`src/rtl/alu_pkg.sv`:
```
// Shared definitions for the registered integer ALU: opcode encoding
// and the default datapath width.
package alu_pkg;

    localparam int DATA_W_DEF = 32;

    typedef enum logic [1:0] {
        OPC_ADD = 2'd0,
        OPC_SUB = 2'd1,
        OPC_AND = 2'd2,
        OPC_OR  = 2'd3
    } opc_e;

endpackage : alu_pkg

```
`src/rtl/alu_addsub.sv`:
```
// Combinational DATA_W+1 bit adder/subtractor. The extra top bit is the
// unsigned carry on add, and the borrow (A < B) on subtract.
module alu_addsub #(
    parameter int DATA_W = alu_pkg::DATA_W_DEF
) (
    input  logic [DATA_W-1:0] a_i,
    input  logic [DATA_W-1:0] b_i,
    input  logic              sub_i,
    output logic [DATA_W-1:0] sum_o,
    output logic              cb_o
);

    logic [DATA_W:0] extA;
    logic [DATA_W:0] extB;
    logic [DATA_W:0] extRes;

    assign extA = {1'b0, a_i};
    assign extB = {1'b0, b_i};

    // Zero-extending both operands makes the top result bit the carry on
    // add and the borrow on subtract without any extra compare logic.
    always_comb begin
        extRes = '0;
        if (sub_i) begin
            extRes = extA - extB;
        end else begin
            extRes = extA + extB;
        end
    end

    assign sum_o = extRes[DATA_W-1:0];
    assign cb_o  = extRes[DATA_W];

endmodule : alu_addsub

```
`src/rtl/alu_core.sv`:
```
// Registered two-operand ALU (ADD/SUB/AND/OR) with one cycle latency.
// Outputs are forced to zero while reset is asserted, independent of the
// clock, so downstream logic never sees a stale result during reset.
module alu_core
    import alu_pkg::*;
#(
    parameter int DATA_W = DATA_W_DEF
) (
    input  logic              Clk_i,
    input  logic              Reset_n_i,
    input  logic [1:0]        Opc_i,
    input  logic [DATA_W-1:0] DinA_i,
    input  logic [DATA_W-1:0] DinB_i,
    output logic [DATA_W-1:0] Dout_o,
    output logic              OverFlow_o
);

    opc_e              opc;
    logic [DATA_W-1:0] addSubRes;
    logic              addSubCb;
    logic [DATA_W-1:0] result_d;
    logic [DATA_W-1:0] result_q;
    logic              flag_d;
    logic              flag_q;

    assign opc = opc_e'(Opc_i);

    alu_addsub #(
        .DATA_W (DATA_W)
    ) u_addsub (
        .a_i   (DinA_i),
        .b_i   (DinB_i),
        .sub_i (opc == OPC_SUB),
        .sum_o (addSubRes),
        .cb_o  (addSubCb)
    );

    // Select the next result and flag by opcode; logic ops never set the flag.
    always_comb begin
        result_d = '0;
        flag_d   = 1'b0;
        case (opc)
            OPC_ADD, OPC_SUB: begin
                result_d = addSubRes;
                flag_d   = addSubCb;
            end
            OPC_AND: result_d = DinA_i & DinB_i;
            OPC_OR:  result_d = DinA_i | DinB_i;
            default: begin
                result_d = '0;
                flag_d   = 1'b0;
            end
        endcase
    end

    // Capture a new result every cycle; a reset edge discards any pending value.
    always_ff @(posedge Clk_i) begin
        if (!Reset_n_i) begin
            result_q <= '0;
            flag_q   <= 1'b0;
        end else begin
            result_q <= result_d;
            flag_q   <= flag_d;
        end
    end

    assign Dout_o     = Reset_n_i ? result_q : '0;
    assign OverFlow_o = Reset_n_i ? flag_q   : 1'b0;

endmodule : alu_core

```
`config.mk`:
```
export PLATFORM = sky130hd
export DESIGN_NAME = alu_core
export DESIGN_NICKNAME = d
export VERILOG_FILES = /design/src/rtl/alu_pkg.sv /design/src/rtl/alu_addsub.sv /design/src/rtl/alu_core.sv
export SDC_FILE = /design/constraint.sdc
export NUM_CORES = 1
export LEC_CHECK = 0
export BUFFER_PORTS_ARGS = -buffer_cell sky130_fd_sc_hd__buf_2
export CAP_MARGIN = 25
export CORE_MARGIN = 2
export CORE_UTILIZATION = 30
export CTS_CLUSTER_DIAMETER = 200
export DETAILED_ROUTE_END_ITERATION = 6
export PLACE_DENSITY = 0.53
export SYNTH_ARGS = -nofsm -noshare
export SYNTH_HDL_FRONTEND = slang
export SYNTH_SLANG_ARGS = --single-unit
```
`constraint.sdc`:
```
create_clock -name Clk_i -period 7.1 [get_ports Clk_i]
set_input_delay 0.355 -clock Clk_i [delete_from_list [all_inputs] [get_ports Clk_i]]
set_output_delay 0.355 -clock Clk_i [all_outputs]
set_load 0.03 [all_outputs]
```
[Yosys cells after proc, flatten, opt, wreduce, memory -nomap -nowiden]
Index checks and enable logic that the tools add are counted.
Storage, ports and cells
  register bits: 33
  input bits: 68
  output and inout port bits: 33
  word-level logic and storage cells: 16
Cells by class
  $add $sub $neg: 2
  equality and inequality tests: 3
  mux-type cells: 4
  bitwise operators: 2
  reduce and logical (&&, ||, !) cells: 3
Operator list (count)
  32-bit one-hot mux with 3 select lines: 1
  32-bit by 32-bit adder with 33-bit output: 1
  33-bit two-way mux: 1
  32-bit by 32-bit subtractor with 33-bit output: 1
  32-bit bitwise AND: 1
  32-bit two-way mux: 1
  32-bit OR: 1
  2-bit == test (second input constant): 2
  2-bit by 1-bit == test with 1-bit output (second input constant): 1
  2-bit zero test: 1
  2-bit AND reduction: 1
  2-bit OR reduction: 1
  1-bit two-way mux: 1

[Depth between registers and ports, before layout]
Gate-level depths: netlist of run 1.
  depth after elaboration: 3
  gate-level depth with buffers: 18
  depth with buffers taken out: 17

[Modules after synthesis]
From an unflattened synthesis of run 1, not the netlist that was laid out.
Second synthesis, totals
  cell total of the unflattened synthesis: 587
  area, all modules: 4220.3 sq um
By module, submodules not included
  alu_addsub: instances 1, cells an instance 373, area each 2582.5 sq um, sequential area each 0.0 sq um
  alu_core: instances 1, cells an instance 214, area each 1637.8 sq um, sequential area each 660.6 sq um

[Worst setup path before layout of run 1]
OpenSTA, ideal clock, no wires.
  kind: in2reg
  start point: input DinB_i[6]
  end point: register result_q[31]
  setup time: 0.117 ns
  arrival: 3.858 ns
  required time: 6.983 ns
  setup slack: 3.125 ns
  stages: 14
  path buffers: 1
  cells stage by stage: or4_4 -> or3_4 -> or3_4 -> o21ai_0 -> xor2_1 -> ha_1 -> buf_2 -> a21o_1 -> o21bai_1 -> a221oi_1 -> o21ai_0 -> a211oi_1 -> nand3_1 -> a32o_1
On the way
  cells in the longest elaborated chain, start to end: 3
  elaborated cells on any way between the ends: 4
  those cells by class: add/sub: 2; mux: 2
RTL lines
  start, declared: RTL line alu_core.sv:13  | input logic [DATA_W-1:0] DinB_i,
  32-bit by 32-bit adder with 33-bit output or 32-bit by 32-bit subtractor with 33-bit output (tied branches): RTL line alu_addsub.sv:27, alu_addsub.sv:25
  33-bit two-way mux (*): RTL line alu_addsub.sv:24  | if (sub_i) begin
  32-bit one-hot mux with 3 select lines (*): RTL line alu_core.sv:42  | case (opc)
  end signal, assigned: RTL line alu_core.sv:62  | result_q <= result_d;
  end, declared: RTL line alu_core.sv:22  | logic [DATA_W-1:0] result_q;
Every way passes the cells marked *; elsewhere a longest branch is shown, timed or not.
A chain may end at the register's enable or synchronous reset.

[Worst setup path in the final report of run 1]
  start point: input DinB_i[6]
  end point: register result_q[30]
Same word-level chain as after synthesis.

==> metrics.md, run 1 <==
| Metric | Value |
|---|---|
| Status | `complete, no violations` |
| Hold path start | `DinA_i[1]` |
| Hold Path End | `result_q[1]` |
| Antenna violations before repair | `0` |
| Post-synthesis cell count | `approximately 590` |
| DPL Wire Length | `11400 microns` |
| Yosys warning count | `0` |
| Total Routing Usage GR | `0.197` |
| Reg area | `between 600 and 700 sq um` |
| Core area | `about 14000 sq um` |
| # hold bufs at CTS | `0` |
| N_diodes | `0` |
| Pwr Density | `between 150 and 200 nW/um^2` |
| WP data required | `7.24 ns` |
| Sequential share of power | `0.240` |
| H-tree depth reported by CTS | `2` |
| #FFs+latches synth | `33` |
| Final worst slack | `about 2.7 ns` |
| Net count after synthesis | `roughly 700` |
| Static Leak | `approximately 2.3 nW` |
| Fin crit share | `0.615` |
| Yosys cell types | `62` |
| Pre-Repair DR Iteration Count | `5` |
| Initial Util | `0.309` |
| Setup violators final | `0` |
| DR WL/cell | `roughly 17 microns` |
| DRT antenna net count | `0` |
| Setup Crit Path Kind | `input pin to flop` |
| DR vias | `4649` |
| Largest net degree at the start of global routing | `between 50 and 60` |
| Placed Instance Area | `4950 sq um` |
| Critical path peak fanout | `7` |
| RSZ-0062 raised after global routing | `false` |
| Root buf cell | `clkbuf_16` |
| Switching part of the total | `0.416` |
| Hold crit path type | `input pin to flop` |
| Fraction of registers with async set/reset | `0` |
| NetSw | `372 uW` |
| Minimum clock period | `around 4.4 ns` |
| Post-CTS Setup Repair Bufs | `0` |
| Synth Flop Type | `dfxtp_1` |
| Fill cells | `between 1500 and 2000` |
| Fin. max-slew vios | `0` |
| Ports | `about 100` |
| Sequential-to-total area share from yosys stat | `0.153` |
| Peak supply drop | `roughly 0.08 mV` |
| DP Cell Count | `848` |
| Vias per cell | `5.43` |
| CP arrival | `4.51 ns` |
| Setup_tns | `0 ns` |
| Worst Setup SP | `DinB_i[6]` |
| Row count | `43` |
| Initial DRC count | `242` |
| CTS sink cnt | `33` |
| CP endpoint kind | `flop` |
| Synth top area cells | `dfxtp_1 15%, ha_1 10%, and2_1 6.4%` |
| Final hold viol count | `0` |
| Worst Tran Pin Value | `0.911 ns` |
| Syn Area/Cell | `just over 7 sq um` |
| First-pass GRT wire length | `between 20000 and 25000 microns` |
| Die area | `around 15000 sq um` |
| Global route overflow | `0` |
| Fmax | `around 230 MHz` |
| Height of the die | `approximately 120 microns` |
| CTS tree | `yes` |
| Clock share of power | `0.254` |
| CTS buffer count | `5` |
| Layout cells sized above 1 | `0.192` |
| # DRC | `0` |
| Slew HR | `0.393` |
| Number of port buffers | `100` |
| Final RePlAce weighted congestion | `0.972` |
| Die Wd | `roughly 120 microns` |
| Overall routed net length | `around 15000 microns` |
| Final Non-Filler Cells | `around 860` |
| Final layout net count | `780` |
| Pre-CTS WS | `~2.4 ns` |
| Max Buffers Root-to-Sink | `2` |
| Int Pwr | `522 uW` |
| Worst Hold Path Cells | `3` |
| Post-Layout Inst Area | `a little over 5000 sq um` |
| Power share of the combinational group | `0.505` |
| Startpoint Class | `input pin` |
| Footprint of the multi-input gates | `approximately 3500 sq um` |
| Area of the mapped netlist | `4310 sq um` |
| Vias in the first global route | `roughly 4500` |
| Max cap viols | `0` |
| Area Growth Syn to Fin | `18.6%` |
| Worst-path clk slew | `~0.060 ns` |
| Post-CTS sizing | `0` |
| Post-synth EDFFs | `0` |
| Yosys top cell area share | `0.153` |
| Cell taking the most area after synthesis | `dfxtp_1` |
[registers in the layout, summed over array words and instances (netlist names)]
signal and count:
flag_q 1, result_q 32
[metrics by stage]
stage / util / power (mW) / hold WS [ns]
4_1_cts: 0.366 / 0.900 / 0.368
3_5_place_dp: 0.355 / 0.664 / 0.678
6_report: 0.367 / 0.893 / 0.377
5_1_grt: 0.367 / 0.958 / 0.416
3_3_place_gp: 0.355 / 0.663 / 0.675
2_1_floorplan: - / 0.535 / 0.499
[metal layers]
| layer | global-route usage | vias up | part of all wire |
|---|---|---|---|
| li1 | - | 2321 | - |
| met5 | 0 | - | 0 |
| met3 | 0.0298 | 30 | 0.056 |
| met4 | 0.0973 | 0 | 0.033 |
| met2 | 0.311 | 158 | 0.44 |
| met1 | 0.260 | 2140 | 0.47 |
[worst max path at each step]
stage	slack, ns	end
finish	2.73	result_q[30]
global route	2.51	result_q[30]
CTS	2.73	result_q[31]
detailed placement	2.43	result_q[31]
global placement	2.45	result_q[30]
floorplan	3.12	result_q[31]
[critical path, cell delays in order]
cell      delay, ns
buf_2          0.13
or4_4          0.55
or3_4          0.37
nor3_4         0.38
nand3b_2       0.16
o31ai_2        0.25
xor2_1         0.18
ha_1           0.34
a21oi_1        0.35
o21ai_1        0.16
o41ai_1        0.67
nand3_1        0.14
o21ai_1        0.23
xor2_1         0.16
o21ai_0        0.09
[final cells by class]
cell class / count / share of cell area
Sequential cell: 33 / 0.129
Timing Repair Buffer: 103 / 0.104
Tap cell: 180 / 0.0441
Multi-Input combinational cell: 517 / 0.682
Clock inverter: 1 / 0.00147
Clock buffer: 6 / 0.0272
Inverter: 16 / 0.0118
[synth_stat cells (all sizes together) (6+ instances only)]
cell and instances:
a21o 7, a21oi 54, and2 44, and3 7, clkbuf 23, dfxtp 33, ha 35, inv 16
maj3 14, nand2 53, nand2b 6, nand3 24, nor2 45, nor3 12, o211a 10, o211ai 7
o21a 7, o21ai 54, o31ai 10, or3 6, or4 6, xnor2 21, xor2 27
[power groups by stage]
stage / clock (mW) / sequential, mW / combinational, mW
2_1_floorplan: 0 / 0.216 / 0.319
3_5_place_dp: 0 / 0.219 / 0.445
3_3_place_gp: 0 / 0.219 / 0.444
6_report: 0.227 / 0.215 / 0.451
4_1_cts: 0.237 / 0.215 / 0.448
5_1_grt: 0.242 / 0.217 / 0.500
[cells in the final DEF, fill, tap and decap left out, drive strengths merged, types with 7 or more instances in the layout]
master	n
a21o	7
dfxtp	33
maj3	14
o21a	7
xor2	27
nand2	53
nor3	12
a21oi	54
o211a	10
nor2	45
and2	44
xnor2	21
buf	103
ha	35
and3	7
o211ai	7
o31ai	10
nand3	24
o21ai	54
inv	16
[cell families (layout without fill, tap and decap cells)]
family	after synthesis	in the layout	synth area share
buffers and inverters	42	126	0.0369
and+or+nand+nor	224	224	0.274
AOI/OAI and AO/OA	191	191	0.290
muxes	4	4	0.00929
xor gates and xnor gates	48	48	0.0976
adders and majority gates	50	50	0.139
DFF	33	33	0.153
(Power assumes the default switching activity.)
==> run 2, diff against run 1 <==
==> constraint.sdc (replaced) <==
create_clock -name Clk_i -period 4.5 [get_ports Clk_i]
set_input_delay 0.225 -clock Clk_i [delete_from_list [all_inputs] [get_ports Clk_i]]
set_output_delay 0.225 -clock Clk_i [all_outputs]
set_load 0.03 [all_outputs]
==> run 2 against run 1 <==
Combinational power rose by 60%. Design area increased by 1.8%. Via count is 1.3% higher. Core utilization grew 0.67 points. Clock-buffer cell count up 1. Non-clock buffer count grew 10. Die area unchanged. Critical path depth unchanged.
==> metrics.md, run 2 (synthesis results as in run 1) <==
| Metric | Value |
|---|---|
| Ports | `just over 100` |
| # DRC | `0` |
| Row count | `43` |
| Vias in the first global route | `~4400` |
| DR WL/cell | `about 17 microns` |
| Total power draw | `~1.5 mW` |
| Worst path buffer plus inverter count | `2` |
| Initial Util | `0.309` |
| Area Growth Syn to Fin | `20.8%` |
| Worst Tran Pin Value | `around 1.1 ns` |
| Fmax | `approximately 240 MHz` |
| Static Leak | `about 2.4 nW` |
| Final layout net count | `roughly 800` |
| Placed Instance Area | `5030 sq um` |
| Final Non-Filler Cells | `a little under 900` |
| Setup violators final | `0` |
| Post-CTS sizing | `0` |
| DR vias | `4711` |
| Status | `complete, no violations` |
| Die area | `15300 sq um` |
| Fin. max-slew vios | `0` |
| Startpoint Class | `input pin` |
| Vias per cell | `roughly 5.4` |
| Commonest non-fill, non-tap cells in the layout | `100 x buf_2, 54 x a21oi_1, 53 x nand2_1` |
| Most frequent cell on the critical path | `or3_4` |
| Fin crit share | `0.930` |
| DRT antenna net count | `0` |
| RSZ-0062 raised after global routing | `false` |
| Largest net degree at the start of global routing | `between 50 and 60` |
| DPL Wire Length | `11600 microns` |
| Final hold viol count | `0` |
| Hold crit path type | `input pin to flop` |
| Die Wd | `~120 microns` |
| Height of the die | `124 microns` |
| Top delay family on crit path | `simple AND/OR/NAND/NOR gates` |
| Worst-path clk slew | `about 0.06 ns` |
| Setup Crit Path Kind | `input pin to flop` |
| Critical path peak fanout | `7` |
| N_diodes | `0` |
| DP Cell Count | `859` |
| Post-Layout Inst Area | `between 5000 and 6000 sq um` |
| Initial DRC count | `287` |
| Number of flip-flops in the largest register | `32` |
| Slowest CP cell | `a2111oi_0` |
| Number of port buffers | `100` |
| Minimum clock period | `4.19 ns` |
| Layout cells sized above 1 | `0.204` |
| Final RePlAce weighted congestion | `around 0.93` |
| # hold bufs at CTS | `0` |
| Max cap viols | `0` |
| CTS tree | `yes` |
| CP cell instances | `buf_2 -> or4_4 -> or3_4 -> or3_4 -> o41ai_2 -> xor2_1 -> ha_1 -> nand2_1 -> o21ai_0 -> a21oi_1 -> and2_1 -> a2111oi_0 -> buf_4 -> o22ai_1 -> mux2i_1` |
| H-tree depth reported by CTS | `2` |
| Global route overflow | `0` |
| Total Routing Usage GR | `0.195` |
| Pre-Repair DR Iteration Count | `5` |
| Antenna violations before repair | `0` |
| Overall routed net length | `roughly 15000 microns` |
| Pwr Density | `284 nW/um^2` |
| Max Buffers Root-to-Sink | `2` |
| Most common cell after layout, fill and taps aside | `buf_2` |
| Biggest register | `result_q` |
| Largest regs | `result_q (32), flag_q (1)` |
| Core area | `between 10000 and 15000 sq um` |
| Root buf cell | `clkbuf_16` |
| First-pass GRT wire length | `about 23000 microns` |
| WP data required | `around 4.7 ns` |
| CP arrival | `~4.4 ns` |
| CP max stage delay | `slightly below 0.8 ns` |
| Post-CTS Setup Repair Bufs | `0` |
| CTS sink cnt | `33` |
| CTS buffer count | `5` |
| CP endpoint kind | `flop` |
| Slew HR | `0.294` |
| Peak supply drop | `around 0.16 mV` |
==> run 2: changes by cell type in the layout (fill, tap and decap cells not counted) <==
| cell | change |
|---|---|
| buf_4 | +11 |
| buf_8 | -1 |
| bufinv_16 | +1 |
| clkbuf_1 | +1 |
| clkinvlp_4 | -1 |
==> run 2: stage by stage <==
stage	utilization	hold slack, ns	setup WS [ns]	TNS [ns]
2_1_floorplan	-	0.369	0.655	0
4_1_cts	0.374	0.245	0.394	0
5_1_grt	0.374	0.252	0.161	0
3_5_place_dp	0.361	0.533	0.0923	0
3_3_place_gp	0.361	0.539	-0.0461	-0.0461
6_report	0.374	0.254	0.313	0
==> run 2: worst min-delay path, delay by kind of cell <==
kind                   cells  cell delay [ns]
AND/OR/NAND/NOR            1             0.06
buffers and inverters      1             0.13
AO/OA/AOI/OAI              1             0.07
==> run 2: layout make-up <==
class	count	area [sq um]
Timing Repair Buffer	113	598
Fill cell	1462	8730
Inverter	16	60.1
Clock buffer	7	143
Tap cell	180	225
Multi-Input combinational cell	517	3490
Sequential cell	33	661
Clock inverter	1	30.0
==> run 2: power by group <==
| group | leakage, nW | total (mW) | switching [mW] | internal (mW) |
|---|---|---|---|---|
| registers | 0.275 | 0.338 | 0.00778 | 0.331 |
| logic | 2.01 | 0.722 | 0.439 | 0.283 |
| clock network | 0.0841 | 0.416 | 0.139 | 0.277 |
==> run 2: worst paths after layout <==
path | from | end | cells after the start
min | DinA_i[1] | result_q[1] | 3
max | DinB_i[6] | flag_q | 15
==> run 2: routing by layer <==
layer  track usage  share of wire  vias up
li1              -              -     2343
met1         0.263           0.46     2174
met2         0.318           0.46      165
met3        0.0238          0.060       29
met4        0.0696          0.025        0
met5             0              0        -
